## src/rtl/bk_pipelined_add_sub.sv

```systemverilog
// Two-stage pipelined Brent-Kung adder/subtractor with valid/ready on both sides.
// Stage 1 runs the prefix up-sweep; stage 2 finishes the down-sweep, forms the sum and the flags.
module bk_pipelined_add_sub #(
  parameter int N_BIT = 32
) (
  input  logic             clk,
  input  logic             rst,
  input  logic             in_valid,
  output logic             in_ready,
  input  logic [N_BIT-1:0] operand_1,
  input  logic [N_BIT-1:0] operand_2,
  input  logic             op_sub,
  input  logic             cin,
  output logic             out_valid,
  input  logic             out_ready,
  output logic [N_BIT-1:0] result,
  output logic             cout,
  output logic             overflow,
  output logic             zero
);

  if (N_BIT < 4 || N_BIT > 64 || (N_BIT & (N_BIT - 1)) != 0) begin : g_bad_width
    $error("bk_pipelined_add_sub: N_BIT must be a power of two in 4..64");
  end

  logic [N_BIT-1:0] w_b_eff;
  logic             w_c0;
  logic [N_BIT-1:0] w_p_raw;
  logic [N_BIT-1:0] w_g_up;
  logic [N_BIT-1:0] w_p_up;
  logic [N_BIT-1:0] w_g_all;
  logic [N_BIT-1:0] w_sum;
  logic             w_cout;
  logic             w_ovf;
  logic             w_s1_adv;
  logic             w_s2_adv;

  logic             r_s1_valid;
  logic [N_BIT-1:0] r_s1_g;
  logic [N_BIT-1:0] r_s1_p;
  logic [N_BIT-1:0] r_s1_p_raw;
  logic             r_s1_c0;
  logic             r_s1_sub;
  logic             r_s1_a_msb;
  logic             r_s1_b_msb;

  logic             r_s2_valid;
  logic [N_BIT-1:0] r_result;
  logic             r_cout;
  logic             r_ovf;
  logic             r_zero;

  // Handshake: a stage may load when it is empty or its contents move on this edge.
  assign w_s2_adv = !r_s2_valid || out_ready;
  assign w_s1_adv = !r_s1_valid || w_s2_adv;
  assign in_ready = w_s1_adv && !rst;

  // Operand conditioning and up-sweep; c0 is folded into g[0] so every prefix G is a carry.
  always_comb begin : up_sweep
    logic [N_BIT-1:0] g_v;
    logic [N_BIT-1:0] p_v;
    w_b_eff = op_sub ? ~operand_2 : operand_2;
    w_c0    = op_sub ? ~cin : cin;
    w_p_raw = operand_1 ^ w_b_eff;
    p_v     = w_p_raw;
    g_v     = operand_1 & w_b_eff;
    g_v[0]  = g_v[0] | (p_v[0] & w_c0);
    for (int s = 32'sd2; s <= N_BIT; s = s * 32'sd2) begin
      for (int i = s - 32'sd1; i < N_BIT; i = i + s) begin
        g_v[i] = g_v[i] | (p_v[i] & g_v[i - s / 32'sd2]);
        p_v[i] = p_v[i] & p_v[i - s / 32'sd2];
      end
    end
    w_g_up = g_v;
    w_p_up = p_v;
  end

  // Down-sweep fills the remaining prefix positions, then sum and flags.
  always_comb begin : down_sweep
    logic [N_BIT-1:0] g_v;
    g_v = r_s1_g;
    for (int s = N_BIT / 32'sd2; s >= 32'sd2; s = s / 32'sd2) begin
      for (int i = s + s / 32'sd2 - 32'sd1; i < N_BIT; i = i + s) begin
        g_v[i] = g_v[i] | (r_s1_p[i] & g_v[i - s / 32'sd2]);
      end
    end
    w_g_all = g_v;
    w_sum   = r_s1_p_raw ^ {w_g_all[N_BIT-2:0], r_s1_c0};
    w_cout  = r_s1_sub ? ~w_g_all[N_BIT-1] : w_g_all[N_BIT-1];
    w_ovf   = (r_s1_a_msb == r_s1_b_msb) && (w_sum[N_BIT-1] != r_s1_a_msb);
  end

  // Stage 1 register: payload captured only on an input transfer.
  always_ff @(posedge clk) begin
    if (rst) begin
      r_s1_valid <= 1'b0;
      r_s1_g     <= '0;
      r_s1_p     <= '0;
      r_s1_p_raw <= '0;
      r_s1_c0    <= 1'b0;
      r_s1_sub   <= 1'b0;
      r_s1_a_msb <= 1'b0;
      r_s1_b_msb <= 1'b0;
    end else if (w_s1_adv) begin
      r_s1_valid <= in_valid;
      if (in_valid) begin
        r_s1_g     <= w_g_up;
        r_s1_p     <= w_p_up;
        r_s1_p_raw <= w_p_raw;
        r_s1_c0    <= w_c0;
        r_s1_sub   <= op_sub;
        r_s1_a_msb <= operand_1[N_BIT-1];
        r_s1_b_msb <= w_b_eff[N_BIT-1];
      end
    end
  end

  // Stage 2 register: outputs hold while the consumer stalls.
  always_ff @(posedge clk) begin
    if (rst) begin
      r_s2_valid <= 1'b0;
      r_result   <= '0;
      r_cout     <= 1'b0;
      r_ovf      <= 1'b0;
      r_zero     <= 1'b0;
    end else if (w_s2_adv) begin
      r_s2_valid <= r_s1_valid;
      if (r_s1_valid) begin
        r_result <= w_sum;
        r_cout   <= w_cout;
        r_ovf    <= w_ovf;
        r_zero   <= (w_sum == '0);
      end
    end
  end

  assign out_valid = r_s2_valid;
  assign result    = r_result;
  assign cout      = r_cout;
  assign overflow  = r_ovf;
  assign zero      = r_zero;

endmodule

```

## config.mk

```make
export PLATFORM = sky130hd
export DESIGN_NAME = bk_pipelined_add_sub
export DESIGN_NICKNAME = d
export VERILOG_FILES = /design/src/rtl/bk_pipelined_add_sub.sv
export SDC_FILE = /design/constraint.sdc
export NUM_CORES = 1
export LEC_CHECK = 0
export ABC_AREA = 1
export CAP_MARGIN = 10
export CORE_MARGIN = 2
export CORE_UTILIZATION = 45
export DETAILED_ROUTE_END_ITERATION = 6
export GPL_ROUTABILITY_DRIVEN = 0
export GPL_TIMING_DRIVEN = 0
export PLACE_DENSITY = 0.76
export SKIP_CTS_REPAIR_TIMING = 1
export SLEW_MARGIN = 20
export SYNTH_ARGS = -nofsm -noshare
export SYNTH_HDL_FRONTEND = slang
export SYNTH_SLANG_ARGS = --single-unit
export TNS_END_PERCENT = 10
```

## constraint.sdc

```tcl
create_clock -name clk -period 6.2 [get_ports clk]
set_input_delay 1.24 -clock clk [delete_from_list [all_inputs] [get_ports clk]]
set_output_delay 1.24 -clock clk [all_outputs]
set_load 0.005 [all_outputs]
```

==> out/results.ini <==
[placed_design]
dpl_cell_area_mm2=0.006768
place_hpwl_um=11860
portBuffers=105

[worst_setup_path]
path_max_fanout=10
ff2ff_setup_slack_ns=4.04
startpoint_type=primary input
r2r.worst_path.cells=10
slowest_stage=clkdlybuf4s50_1
cp.depth=6
endpoint_kind=output pin
crit_path_end=in_ready
cp_slowest_stage_delay_ns=0.49
crit_start=rst
worst-path-buf-inv=5
crit_required_ns=4.96
crit_type=in2out
regToRegEndpoint=zero
timing.rr.start=r_s1_g[15]
cp_cell_sequence=clkdlybuf4s50_1, inv_1, buf_1, nand2_1, inv_1, clkdlybuf4s50_1
arrival_ns=3.02
critical-path-top-delay-family=buffers and inverters

[synthesis]
synth_xor_area_share_pct=7.915
ys_seq_elements=116
synth_top_cell_area_share_pct=41.97
synth_area_mm2=0.005533
synthAdderAreaFrac_pct=10.63
synth_warnings=0
synth_edf_count=0
synth_commonest_cells=nor2_1, dfxtp_1, o21ai_0
async_flop_share_pct=0
synth_top_cell_by_area=dfxtp_1
seq_area_frac_synth_pct=41.97
synth.mux.area_fraction_pct=0
syn_avg_cell_area_um2=7.915
yosysMostFrequentCell=nor2_1
synthSimpleGateAreaFrac_pct=16.76
ys.flop_type=dfxtp_1
synth.area.top_cells=dfxtp_1, nor2_1, ha_1, o21ai_0, xor2_1
syn_inst=699
ys_types=28
synth_top_family_by_area=compound AO/OA/AOI/OAI gates
synth_nets=816
synth_compound_area_share_pct=17.55

[pwr]
p_clk_share_pct=43.9
p_leak_nw=3.293
comb_power_share_pct=18.7
p_per_area_mw_per_mm2=306.4
switching_share_pct=26.77
p_int_mw=1.654
p_sw_mw=0.6045
sequentialPowerShare_pct=37.4
peakVddDrop_mv=0.1817

[floorplanning]
fp.coreArea_mm2=0.01201
ioPinCount=107
die_area_mm2=0.01320
die_w_um=114.9
die_y_um=114.9
initial_utilization_pct=46.06
num_rows=40

[drt]
dr.pass1.iters=5
drc_errors=0
vias_per_cell=5.377
dr_total_vias=5286
wl_per_cell_um=16.36
first_iter_violations=530
wl_um=16080
final_antenna_net_count=0

[sta]
slew_headroom_pct=52.29
fin_hold_ws_ns=0.4718
setup_violations=0
maxSlewViolCount=0
clock_skew_ns=0.01363
min_period_ns=4.255
timing.final.hold_violations=0
rsz0062_at_grt=false
tightest_slew_ns=0.7157
period_share_pct=68.63
fin_tns_setup_ns=0
clock.fmax_mhz=235.0

[layout]
multi_input_area_mm2=0.002924
fill_cells=1079
syn_to_final_growth_pct=33.22
fin_nets=940
drive_gt1_share_pct=5.502
seqCellArea_mm2=0.002322
final_area_mm2=0.007371
antenna_cells=0

[run]
cap_violations=0

[clock_network]
clock_sinks=116
numCtsBuffers=17
root_buffer=clkbuf_16
cts.clk_slew.worst_paths_ns=0.05
insertion_delay_ns=0.41
cts_max_path_buffers=2
cts_max_level=4
cts_tree=yes

[outcome]
run_status=complete, no violations

[min_path]
hp-class=reg2reg
min_path_cells=2

[grt]
grt_pass1_wl_um=25390
overflow=0
grt_use_total_pct=24.98
grt_max_degree=17
first_global_vias=5024
antenna_found_initial=0

[power groups by stage]
stage	sequential [mW]	combinational [mW]	clock, mW
after detailed placement	0.857	0.410	0
final	0.844	0.422	0.992
after global placement	0.856	0.405	0
after floorplan	0.851	0.234	0
after CTS	0.843	0.415	0.995
after global routing	0.850	0.465	1.02
[how the worst min path moves through the flow]
stage | end | from
global placement | r_s1_p[11] | r_s1_p[11]
floorplan | r_s1_a_msb | r_s1_a_msb
finish | result[0] | result[0]
detailed placement | r_s1_p[11] | r_s1_p[11]
global route | r_s1_p[29] | r_s1_p[29]
CTS | result[0] | result[0]
[metal layers]
layer | share of wire, % | track usage, % | vias to the layer above
met2 | 47 | 41.41 | 259
li1 | - | - | 2583
met4 | 2.3 | 9.237 | 0
met3 | 8.3 | 5.693 | 27
met5 | 0 | 0 | -
met1 | 43 | 31.89 | 2417
[logic make-up after synthesis]
logic type	Yosys count
adders and majority gates	47
DFF	116
xor gates and xnor gates	50
and+or+nand+nor	234
AOI/OAI and AO/OA	180
buffers and inverters	72
[cell usage in the layout, fill, tap and decap left out]
cell,count
a211oi_1,7
a21o_1,14
a21oi_1,48
a21oi_2,1
a221oi_1,1
a31oi_1,4
buf_1,2
buf_2,10
buf_4,1
bufinv_16,3
clkbuf_1,28
clkbuf_16,17
clkbuf_8,3
clkdlybuf4s50_1,105
clkinv_2,6
clkinv_4,1
dfxtp_1,116
ha_1,47
inv_1,31
inv_2,2
nand2_1,39
nand2_2,2
nand3_1,10
nand3b_1,1
nand4_1,4
nor2_1,168
nor3_1,6
nor4_1,4
o21ai_0,99
o21ai_1,4
o21bai_1,1
o31ai_1,1
xnor2_1,5
xor2_1,45
[worst reg2reg max path, delay by kind of cell (launching register included)]
kind / cells / cell delay [ns]
compound gates: 4 / 0.68
fa+ha+maj: 1 / 0.29
buf+inv: 1 / 0.09
flops: 1 / 0.38
simple gates: 4 / 0.65
[cell type report]
class / count / share of cell area [%]
buffer: 39 / 2.207
clock buffer: 22 / 6.434
clock inverter: 10 / 1.748
inverter: 33 / 1.681
multi-input combinational: 511 / 39.67
sequential: 116 / 31.51
tap: 147 / 2.495
timing repair buffer: 105 / 14.26
[sequential cells by signal (all words and copies together) (netlist names), 17 cells and up]
| signal | count |
|---|---|
| r_s1_g | 32 |
| r_s1_p | 26 |
| r_s1_p_raw | 17 |
| result | 32 |
[stage by stage]
step | worst slack [ns] | utilization, % | power (mW) | cells
final | 1.945 | 61.36 | 2.258 | 983
after global placement | 1.974 | 56.34 | 1.260 | 951
after detailed placement | 1.964 | 56.34 | 1.267 | 951
after global routing | 1.885 | 61.36 | 2.339 | 983
after floorplan | 3.243 | - | 1.086 | 699
after CTS | 1.964 | 61.36 | 2.253 | 983
Power figures use the tool's default switching activity.
